## config.mk

```make
export PLATFORM = sky130hd
export DESIGN_NAME = encoder_42_seq
export DESIGN_NICKNAME = d
export VERILOG_FILES = /design/src/rtl/encoder_42_seq.sv
export SDC_FILE = /design/constraint.sdc
export NUM_CORES = 1
export LEC_CHECK = 0
export ABC_AREA = 0
export BUFFER_PORTS_ARGS = -buffer_cell sky130_fd_sc_hd__buf_2
export CORE_MARGIN = 2
export CORE_UTILIZATION = 52
export CTS_BUF_LIST = sky130_fd_sc_hd__clkbuf_8
export DETAILED_ROUTE_END_ITERATION = 16
export PLACE_DENSITY = 0.84
export SLEW_MARGIN = 0
export SYNTH_ARGS = -nofsm -noshare
export SYNTH_HDL_FRONTEND = slang
export SYNTH_SLANG_ARGS = --single-unit
```

## constraint.sdc

```tcl
create_clock -name Clk -period 1.5 [get_ports Clk]
set_input_delay 0.15 -clock Clk [delete_from_list [all_inputs] [get_ports Clk]]
set_output_delay 0.15 -clock Clk [all_outputs]
set_load 0.005 [all_outputs]
```

## src/rtl/encoder_42_seq.sv

```systemverilog
// encoder_42_seq: sequential 4-to-2 priority encoder with debounce and a
// valid/ack handshake. It is the inverse of the 2-to-4 decoder and sits between
// raw request/switch lines and decoder-driven logic.
//
// Ports:
//   Clk    - rising-edge clock
//   Rst_n  - asynchronous active-low reset
//   D_in   - request lines, bit 3 has the highest priority
//   Ack    - consumer acknowledge, sampled only while Valid=1
//   I_out  - encoded index of the highest active line (I1,I0)
//   Valid  - code available, held until acknowledged
//   Multi  - more than one line was set in the accepted code (qualified by Valid)
//
// Flow: IDLE -> DEBOUNCE (press must be stable DEB_CYCLES samples) -> VALID
// (wait for Ack) -> RELEASE (all-zero must be stable DEB_CYCLES samples) -> IDLE.
module encoder_42_seq #(
  parameter int DEB_CYCLES = 4,
  parameter int CNT_W      = 3
) (
  input  logic       Clk,
  input  logic       Rst_n,
  input  logic [3:0] D_in,
  input  logic       Ack,
  output logic [1:0] I_out,
  output logic       Valid,
  output logic       Multi
);

  typedef enum logic [1:0] {
    S_IDLE     = 2'd0,
    S_DEBOUNCE = 2'd1,
    S_VALID    = 2'd2,
    S_RELEASE  = 2'd3
  } state_t;

  localparam logic [CNT_W-1:0] CNT_MAX = CNT_W'(DEB_CYCLES - 1);

  state_t           state;
  logic [CNT_W-1:0] cnt;
  logic [3:0]       d_q;
  logic [3:0]       snap;

  function automatic logic [1:0] prio(input logic [3:0] v);
    if (v[3])      prio = 2'b11;
    else if (v[2]) prio = 2'b10;
    else if (v[1]) prio = 2'b01;
    else           prio = 2'b00;
  endfunction

  // More than one bit set: clearing the lowest set bit leaves something.
  function automatic logic multi_hot(input logic [3:0] v);
    multi_hot = (v & (v - 4'd1)) != 4'd0;
  endfunction

  always_ff @(posedge Clk or negedge Rst_n) begin
    if (!Rst_n) begin
      state <= S_IDLE;
      cnt   <= '0;
      d_q   <= '0;
      snap  <= '0;
      I_out <= 2'b00;
      Valid <= 1'b0;
      Multi <= 1'b0;
    end else begin
      // All decisions below look at the previous sample, never raw D_in.
      d_q <= D_in;
      case (state)
        S_IDLE: begin
          if (d_q != 4'd0) begin
            snap  <= d_q;
            cnt   <= '0;
            state <= S_DEBOUNCE;
          end
        end
        S_DEBOUNCE: begin
          if (d_q == snap) begin
            if (cnt == CNT_MAX) begin
              // Accept: counter cleared rather than stepped past its ceiling.
              cnt   <= '0;
              I_out <= prio(snap);
              Multi <= multi_hot(snap);
              Valid <= 1'b1;
              state <= S_VALID;
            end else begin
              cnt <= cnt + 1'b1;
            end
          end else if (d_q == 4'd0) begin
            cnt   <= '0;
            state <= S_IDLE;
          end else begin
            // Different nonzero pattern: restart debounce on the new code.
            snap <= d_q;
            cnt  <= '0;
          end
        end
        S_VALID: begin
          if (Ack) begin
            Valid <= 1'b0;
            cnt   <= '0;
            state <= S_RELEASE;
          end
        end
        S_RELEASE: begin
          if (d_q == 4'd0) begin
            if (cnt == CNT_MAX) begin
              cnt   <= '0;
              state <= S_IDLE;
            end else begin
              cnt <= cnt + 1'b1;
            end
          end else begin
            cnt <= '0;
          end
        end
        default: begin
          state <= S_IDLE;
          cnt   <= '0;
        end
      endcase
    end
  end

endmodule

```

* Yosys cells after proc, flatten, opt, wreduce, memory -nomap -nowiden
Cells that the tools add are included.
Word-level totals: word-level logic and storage cells 61, output and inout bits 4, register bits 17
Cells by class: reductions and logical operators 11, equal/unequal tests 15, add/sub/neg operators 2, bitwise gates (word level) 1, muxes and demuxes 25
Operator list (number):
- two-way mux 2 bit | 9
- != test 2 bit, second input constant | 8
- two-way mux 3 bit | 5
- two-way mux 4 bit | 3
- case mux 3 bit (4 select lines) | 1
- case mux 2 bit (4 select lines) | 1
- case mux 4 bit (2 select lines) | 1
- AND reduction 4 bit | 2
- nonzero test 4 bit | 2
- != test 3 bit, second input constant | 2
- AND reduction 6 bit | 1
- AND 4 bit | 1
- == test 2 bit, second input constant | 2
- == test 4 bit | 1
- zero test 4 bit | 1
- two-way mux 1 bit | 4
- nonzero test 2 bit | 2
- subtractor 4 x 1 -> 4 bit, second input constant | 1
- adder 3 x 1 -> 3 bit, second input constant | 1
- == test 3 x 2 -> 1 bit, second input constant | 1
- AND reduction 3 bit | 1
- == test 2 x 1 -> 1 bit, second input constant | 1
- zero test 2 bit | 1
- case mux 1 bit (2 select lines) | 1
- AND reduction 2 bit | 1

* Depth between registers and ports, before layout
Gate-level depths: netlist of run 1.
depth after elaboration 4, mapped depth 5, gate-level depth less buffers 5

* Worst setup path after synthesis of run 1
No wires, ideal clock.
path type flip-flop to flip-flop, start point register snap[1], end point register I_out[1], setup slack -54 ps, cell stages (with the launch flop) 5, arrival time 1429 ps, path through dfrtp_1 -> xor2_1 -> nor4_4 -> nand2_4 -> mux2_4
On the way: longest elaborated chain between the ends 2
Ends and longest elaborated chain:
- from (decl) | RTL line 41 | logic [3:0] snap;
- from (signal assigned) | RTL line 70 | snap <= d_q;
- from (signal assigned) | RTL line 92 | snap <= d_q;
- == test 4 bit | RTL line 76 | if (d_q == snap) begin
- AND reduction 3 bit (no source line)
- to (signal assigned) | RTL line 80 | I_out <= prio(snap);
- to (decl) | RTL line 24 | output logic [1:0] I_out,
No other way between the ends. A chain may end at the register's enable or synchronous reset.

* Worst setup path after layout of run 1
start point register d_q[1], end point register I_out[1]
On the way: longest elaborated chain between the ends 2
Ends and longest elaborated chain:
- from (decl) | RTL line 40 | logic [3:0] d_q;
- from (signal assigned) | RTL line 66 | d_q <= D_in;
- == test 4 bit | RTL line 76
- AND reduction 3 bit (no source line)
No other way between the ends.

==> results.yml, run 1 <==
finish:
  layout-drive-gt1-share: 0.456
  utilization: 0.753
  area_delta_synth_final_pct: 37.4
  antenna_cells: 0
  final_net_count: 112
logic_synthesis:
  synth_top_family_by_area: "simple AND/OR/NAND/NOR gates"
  syn_avg_cell_area_um2: 11.3
  yosys-top-cells-area: "dfrtp_1, mux2_2, xor2_1, mux2i_1, a21oi_1"
  synth-seq-area-share: 0.521
  synth_compound_area_frac: 0.109
  yosys_warnings: 0
  synthAdderAreaFrac: 0.0276
  synth_cell_type_count: 29
  ys_ff_latch: 17
  netlist_area_um2: 816
  yosys.area.top_type: "dfrtp_1"
  synthFlopType: "dfrtp_1"
  netlist.area_leader.share: 0.521
  netlist_instances: 72
  synthArstFlopShare: 1.00
  synth-xor-area-share: 0.0429
  synth_edf_count: 0
  syn_nets: 80
  synthSimpleGateAreaFrac: 0.158
  synthMuxAreaShare: 0.110
sta:
  tightest_slew_ns: 0.393
  slew_violations: 0
  tns_ns: -0.244
  post-route-min-period_ns: 1.57
  period_share: 1.04
  final-hold-violation-count: 0
  fmax_mhz: 639
  setup_viol: 8
  fin_ws_ns: -0.0655
  skew_ns: 0.000988
  relSlewSlack: 0.736
  grt_setup_unrepaired: "true"
power:
  p_clk_frac: 0.358
  ir_drop_v: 0.000688
  p_leak_nw: 0.548
  powerDensity_nw_per_um2: 851
  share_comb_of_total_power: 0.128
  power_switching_uw: 234
  internal_power_uw: 720
  switching_share: 0.245
  seq_power_share: 0.514
status:
  status: "finished with violations"
  violations: "negative setup slack"
clock_tree:
  cts_buffer_depth: 2
  numCtsBuffers: 3
  path_clk_slew_ns: 0.06
  insertion_delay_ns: 0.26
  cts_tree: "yes"
  cts_max_level: 1
  numClockSinks: 17
  cts_root_buffer: "clkbuf_8"
grt:
  grt_overflow_total: 0
  antenna_found_initial: 0
  first_global_vias: 601
  grt_pass1_wl_mm: 2.59
  grt_use_total: 0.196
  grt_start_max_net_pins: 18
placed_design:
  gp_congestion: 0.785
  numPortBuffers: 10
  pre_cts_ws_ns: -0.0832
  dp_hpwl_mm: 1.22
detailed_routing:
  drc: 0
  first_iter_violations: 7
  avgViaCountPerCell: 5.41
  routed_wl_mm: 1.84
  ant_nets: 0
  via_count: 644
  avgRoutedWirePerCell_um: 15.5
  drtPass1Iterations: 2
die:
  die_h_um: 43.6
  die-area_um2: 1900
  rows: 14
  start_util: 0.548
  core_area_um2: 1490
  chipWidth_um: 43.6
  io-pin-count: 11
critical_path:
  crit_slowest_cell: "dfrtp_2"
  reg2reg_from: "d_q[1]"
  endpoint_kind: "flip-flop"
  crit_chain: "xor2_2 -> nor4_4 -> nand2_4 -> mux2_4"
  cp.arrival_ns: 1.71
  cp_slowest_stage_delay_ns: 0.44
  cp-start-kind: "flip-flop"
  cp.required_ns: 1.64
  regToRegSetupSlack_ns: -0.07
  cp_max_fo: 4
  critPathCapture: "I_out[1]"
  reg2reg_to: "I_out[1]"
  critPathLaunch: "d_q[1]"
  worstRegToRegCells: 4
  path_class: "flip-flop to flip-flop"
flow_run:
  cap_violations: 0
hold_path:
  hold_class: "primary input to flip-flop"
  hp-start: "Ack"
==> layout make-up <==
cell class / instances / area [um^2]
clock inverter: 1 / 3.75
multi-input combinational: 49 / 405
inverter: 3 / 11.3
fill: 91 / 368
timing repair buffer: 30 / 213
clock buffer: 3 / 41.3
tap: 16 / 20.0
sequential: 17 / 427
==> metal layers <==
| metal | global-route usage | vias up | share of wire |
|---|---|---|---|
| li1 | - | 315 | - |
| met2 | 0.332 | 9 | 0.52 |
| met1 | 0.223 | 315 | 0.44 |
| met4 | 0.127 | 0 | 0.021 |
| met3 | 0.0375 | 5 | 0.022 |
| met5 | 0 | - | 0 |
==> timing repair <==
item                                    4_1_cts  5_1_grt
endpoints found under the setup margin       10        9
pin swaps                                     1        5
hold buffers                                  1        4
buffers inserted                              2        2
resized for setup                             2        9
endpoints found under the hold margin        17        4
==> cell usage in the layout (no fill, tap or decap), types with 2 or more instances in the layout <==
cell type / count
nand2b_1: 2
nand2_1: 3
inv_1: 4
o22ai_1: 2
nor2_1: 4
a21oi_2: 2
a31oi_1: 2
mux2i_2: 2
dfrtp_1: 16
mux2_2: 4
buf_4: 15
dlygate4sd3_1: 5
buf_2: 10
a21oi_1: 3
nand3_1: 3
clkbuf_8: 3
xor2_1: 3
==> power groups by stage <==
stage	Clock (mW)	Combinational, mW	Sequential [mW]
2_1_floorplan	0	0.0488	0.495
3_3_place_gp	0	0.0914	0.494
3_5_place_dp	0	0.0953	0.496
4_1_cts	0.334	0.104	0.488
5_1_grt	0.370	0.133	0.491
6_report	0.341	0.123	0.490
==> registers in the layout, summed over array words and instances (netlist names), named ones only <==
name and count:
d_q 4, snap 4, cnt 3, I_out 2, Multi 1, Valid 1
state 1
==> synthesized netlist by cell type, types with 2 or more instances <==
cell type  instances
o22ai_1            2
o21ai_0            2
mux2i_1            3
nor2_1             5
nand3_1            3
a21oi_1            5
inv_1              3
mux2_2             4
nand2b_1           2
nand2_1            3
buf_2              2
xor2_1             4
a31oi_1            2
dfrtp_1           17
==> worst max-delay path, delay by kind of cell, from the launching register on <==
kind / cells / cell delay (ns)
muxes: 1 / 0.30
DFF: 1 / 0.44
and+or+nand+nor: 2 / 0.53
xor gates and xnor gates: 1 / 0.17
==> per-stage QoR <==
stage          hold WS (ns)  std cells  area [um^2]  power, mW
2_1_floorplan        -0.146         72          816      0.544
3_3_place_gp         0.0830        106          955      0.585
3_5_place_dp         0.0808        106          955      0.591
4_1_cts            0.000295        113         1030      0.926
5_1_grt               0.134        119         1120      0.994
6_report              0.131        119         1120      0.954
==> logic make-up after synthesis <==
kind of cell / after synthesis
compound gates: 14
simple gates: 21
mux: 8
buf+inv: 6
xor+xnor: 4
fa+ha+maj: 2
flops: 17
==> worst min-delay path by stage <==
stage	endpoint	slack [ns]	cells past startpoint
3_5_place_dp	cnt[1]	0.08	1
4_1_cts	d_q[2]	0.0003	1
6_report	Valid	0.13	2
2_1_floorplan	I_out[0]	-0.15	0
3_3_place_gp	cnt[0]	0.08	1
5_1_grt	Valid	0.13	2
Note: power is estimated with default switching activity, not from simulation.
==> run 2, diff against run 1 <==
- ABC_AREA: 0 -> 1
==> run 2 against run 1 <==
Compared with the run above: the run now ends clean; cell count up 10%; clock skew about the same; via count is 0.93% higher; area after synthesis increased by 1.5%; first-iteration DRC count rose to 3.4 times the previous value; worst hold slack lost 0.016 ns; core utilization decreased by 9.3 points; global-route usage shrank 1.5 points; largest cell class unchanged.
==> results.yml, run 2 <==
status:
  status: "finished clean"
logic_synthesis:
  ys_ff_latch: 17
  synth_edf_count: 0
  synth_top_family_by_area: "simple AND/OR/NAND/NOR gates"
  synthTopCellsByCount: "nand2_1, dfrtp_1, inv_1"
  synth_cell_type_count: 20
  synth-xor-area-share: 0
  netlist.area_leader.share: 0.514
  netlist_area_um2: 828
  yosys_warnings: 0
  synthFlopType: "dfrtp_1"
  syn_nets: 104
  netlist_instances: 96
  synthArstFlopShare: 1.00
  synthAdderAreaFrac: 0.0151
  yosys-top-cells-area: "dfrtp_1, nand2_1, inv_1, nand3_2, o21ai_1"
  synthSimpleGateAreaFrac: 0.282
  synth_compound_area_frac: 0.109
  synthMuxAreaShare: 0.0121
  synth_most_common_cell: "nand2_1"
  yosys.area.top_type: "dfrtp_1"
  synth-seq-area-share: 0.514
  syn_avg_cell_area_um2: 8.63
placed_design:
  dp_hpwl_mm: 1.04
  gp_congestion: 0.760
  numPortBuffers: 10
clock_tree:
  numCtsBuffers: 3
  cts_max_level: 1
  cts_setup_buffers: 0
  cts_tree: "yes"
  cts_root_buffer: "clkbuf_8"
  cts_resized: 0
  cts_hold_repair.buffers: 5
  numClockSinks: 17
  cts_buffer_depth: 2
  insertion_delay_ns: 0.25
  path_clk_slew_ns: 0.06
critical_path:
  cp.arrival_ns: 1.50
  cp.required_ns: 1.63
  cp-start-kind: "flip-flop"
  path_class: "flip-flop to flip-flop"
  cp_max_fo: 5
  endpoint_kind: "flip-flop"
die:
  start_util: 0.550
  core_area_um2: 1510
  die-area_um2: 1930
  rows: 14
  die_h_um: 43.9
  io-pin-count: 11
  chipWidth_um: 43.9
sta:
  fin_hold_ws_ns: 0.114
  grt_setup_unrepaired: "false"
  setup_viol: 0
  relSlewSlack: 0.690
  post-route-min-period_ns: 1.36
  final-hold-violation-count: 0
  tightest_slew_ns: 0.460
  slew_violations: 0
  tns_ns: 0
  fmax_mhz: 733
  period_share: 0.910
  skew_ns: 0.000778
detailed_routing:
  avgRoutedWirePerCell_um: 10.9
  ant_nets: 0
  first_iter_violations: 24
  drc: 0
  via_count: 650
  drtPass1Iterations: 5
  avgViaCountPerCell: 4.96
  routed_wl_mm: 1.43
finish:
  multi_input_area_um2: 347
  layout-drive-gt1-share: 0.243
  final_cell_mix: "nand2_1, dfrtp_1, inv_1"
  area_delta_synth_final_pct: 20.1
  register_area_um2: 425
  fillCellCount: 123
  antenna_cells: 0
  layout_commonest_cell: "nand2_1"
  final_net_count: 124
  largest_registers: "d_q (4), snap (4), cnt (3)"
hold_path:
  hold_class: "primary input to flip-flop"
grt:
  first_global_vias: 588
  grt_pass1_wl_mm: 2.50
  grt_use_total: 0.181
  grt_start_max_net_pins: 18
  grt_overflow_total: 0
  antenna_found_initial: 0
power:
  powerDensity_nw_per_um2: 1130
  p_clk_frac: 0.297
  total_power_mw: 1.13
  power_switching_uw: 341
  ir_drop_v: 0.000647
  internal_power_uw: 787
  p_leak_nw: 0.508
  switching_share: 0.302
  seq_power_share: 0.487
  share_comb_of_total_power: 0.217
flow_run:
  cap_violations: 0
[run 2: changes by cell type after synthesis, moves of 3 or more]
| cell | previous run | this run |
|---|---|---|
| inv_1 | 3 | 12 |
| nand3_2 | 0 | 3 |
| mux2_2 | 4 | 0 |
| o21ai_1 | 0 | 6 |
| inv_2 | 0 | 3 |
| nand2_2 | 0 | 4 |
| nand2_1 | 3 | 26 |
| xor2_1 | 4 | 0 |
[run 2: logic make-up after synthesis]
kind of cell    count (synthesis)
mux                             1
fa+ha+maj                       1
buf+inv                        15
flops                          17
simple gates                   46
compound gates                 16
[run 2: per-stage QoR]
step                cell area (um^2)  std cells  utilization  setup WS (ns)
floorplan                        828         96            -          0.316
global placement                 898        122        0.596          0.211
detailed placement               898        122        0.596          0.174
CTS                              995        131        0.660          0.155
global route                     995        131        0.660         0.0337
finish                           995        131        0.660          0.135
[run 2: final timing paths]
| kind | from | end | slack, ns | cells past startpoint |
|---|---|---|---|---|
| min | Ack | Valid | 0.11 | 2 |
| max reg2reg | state[0] | cnt[0] | 0.14 | 6 |
| max | state[0] | cnt[0] | 0.14 | 6 |
| min in group asynchronous | Rst_n | snap[1] | 0.34 | 2 |
| min reg2reg | Multi | Multi | 0.48 | 2 |
| max in group asynchronous | Rst_n | state[0] | 0.90 | 2 |
[run 2: final cells by class]
cell class | count | area share
Inverter | 15 | 0.0566
Clock inverter | 1 | 0.00503
Clock buffer | 3 | 0.0415
Tap cell | 16 | 0.0201
Sequential cell | 17 | 0.428
Multi-Input combinational cell | 64 | 0.348
Timing Repair Buffer | 15 | 0.101
[run 2: critical path, stage by stage, from the launching register on]
cell and delay (ns):
dfrtp_1 0.39, inv_1 0.12, nand2_1 0.06, o21ai_0 0.38, inv_2 0.11, nand3_2 0.11
mux2i_1 0.07
[run 2: power by group through the flow]
stage	Combinational, mW	Clock [mW]	Sequential, mW
6_report	0.245	0.335	0.549
5_1_grt	0.282	0.372	0.556
4_1_cts	0.245	0.347	0.549
3_5_place_dp	0.232	0	0.557
3_3_place_gp	0.225	0	0.553
2_1_floorplan	0.175	0	0.551
[run 2: metal layers]
layer  GRT usage  wire length [um]  vias to the layer above
met4      0.0727                14                        0
met2       0.279               661                       16
met1       0.240               691                      285
li1            -                 -                      347
met3      0.0500                62                        2
met5           0                 0                        -
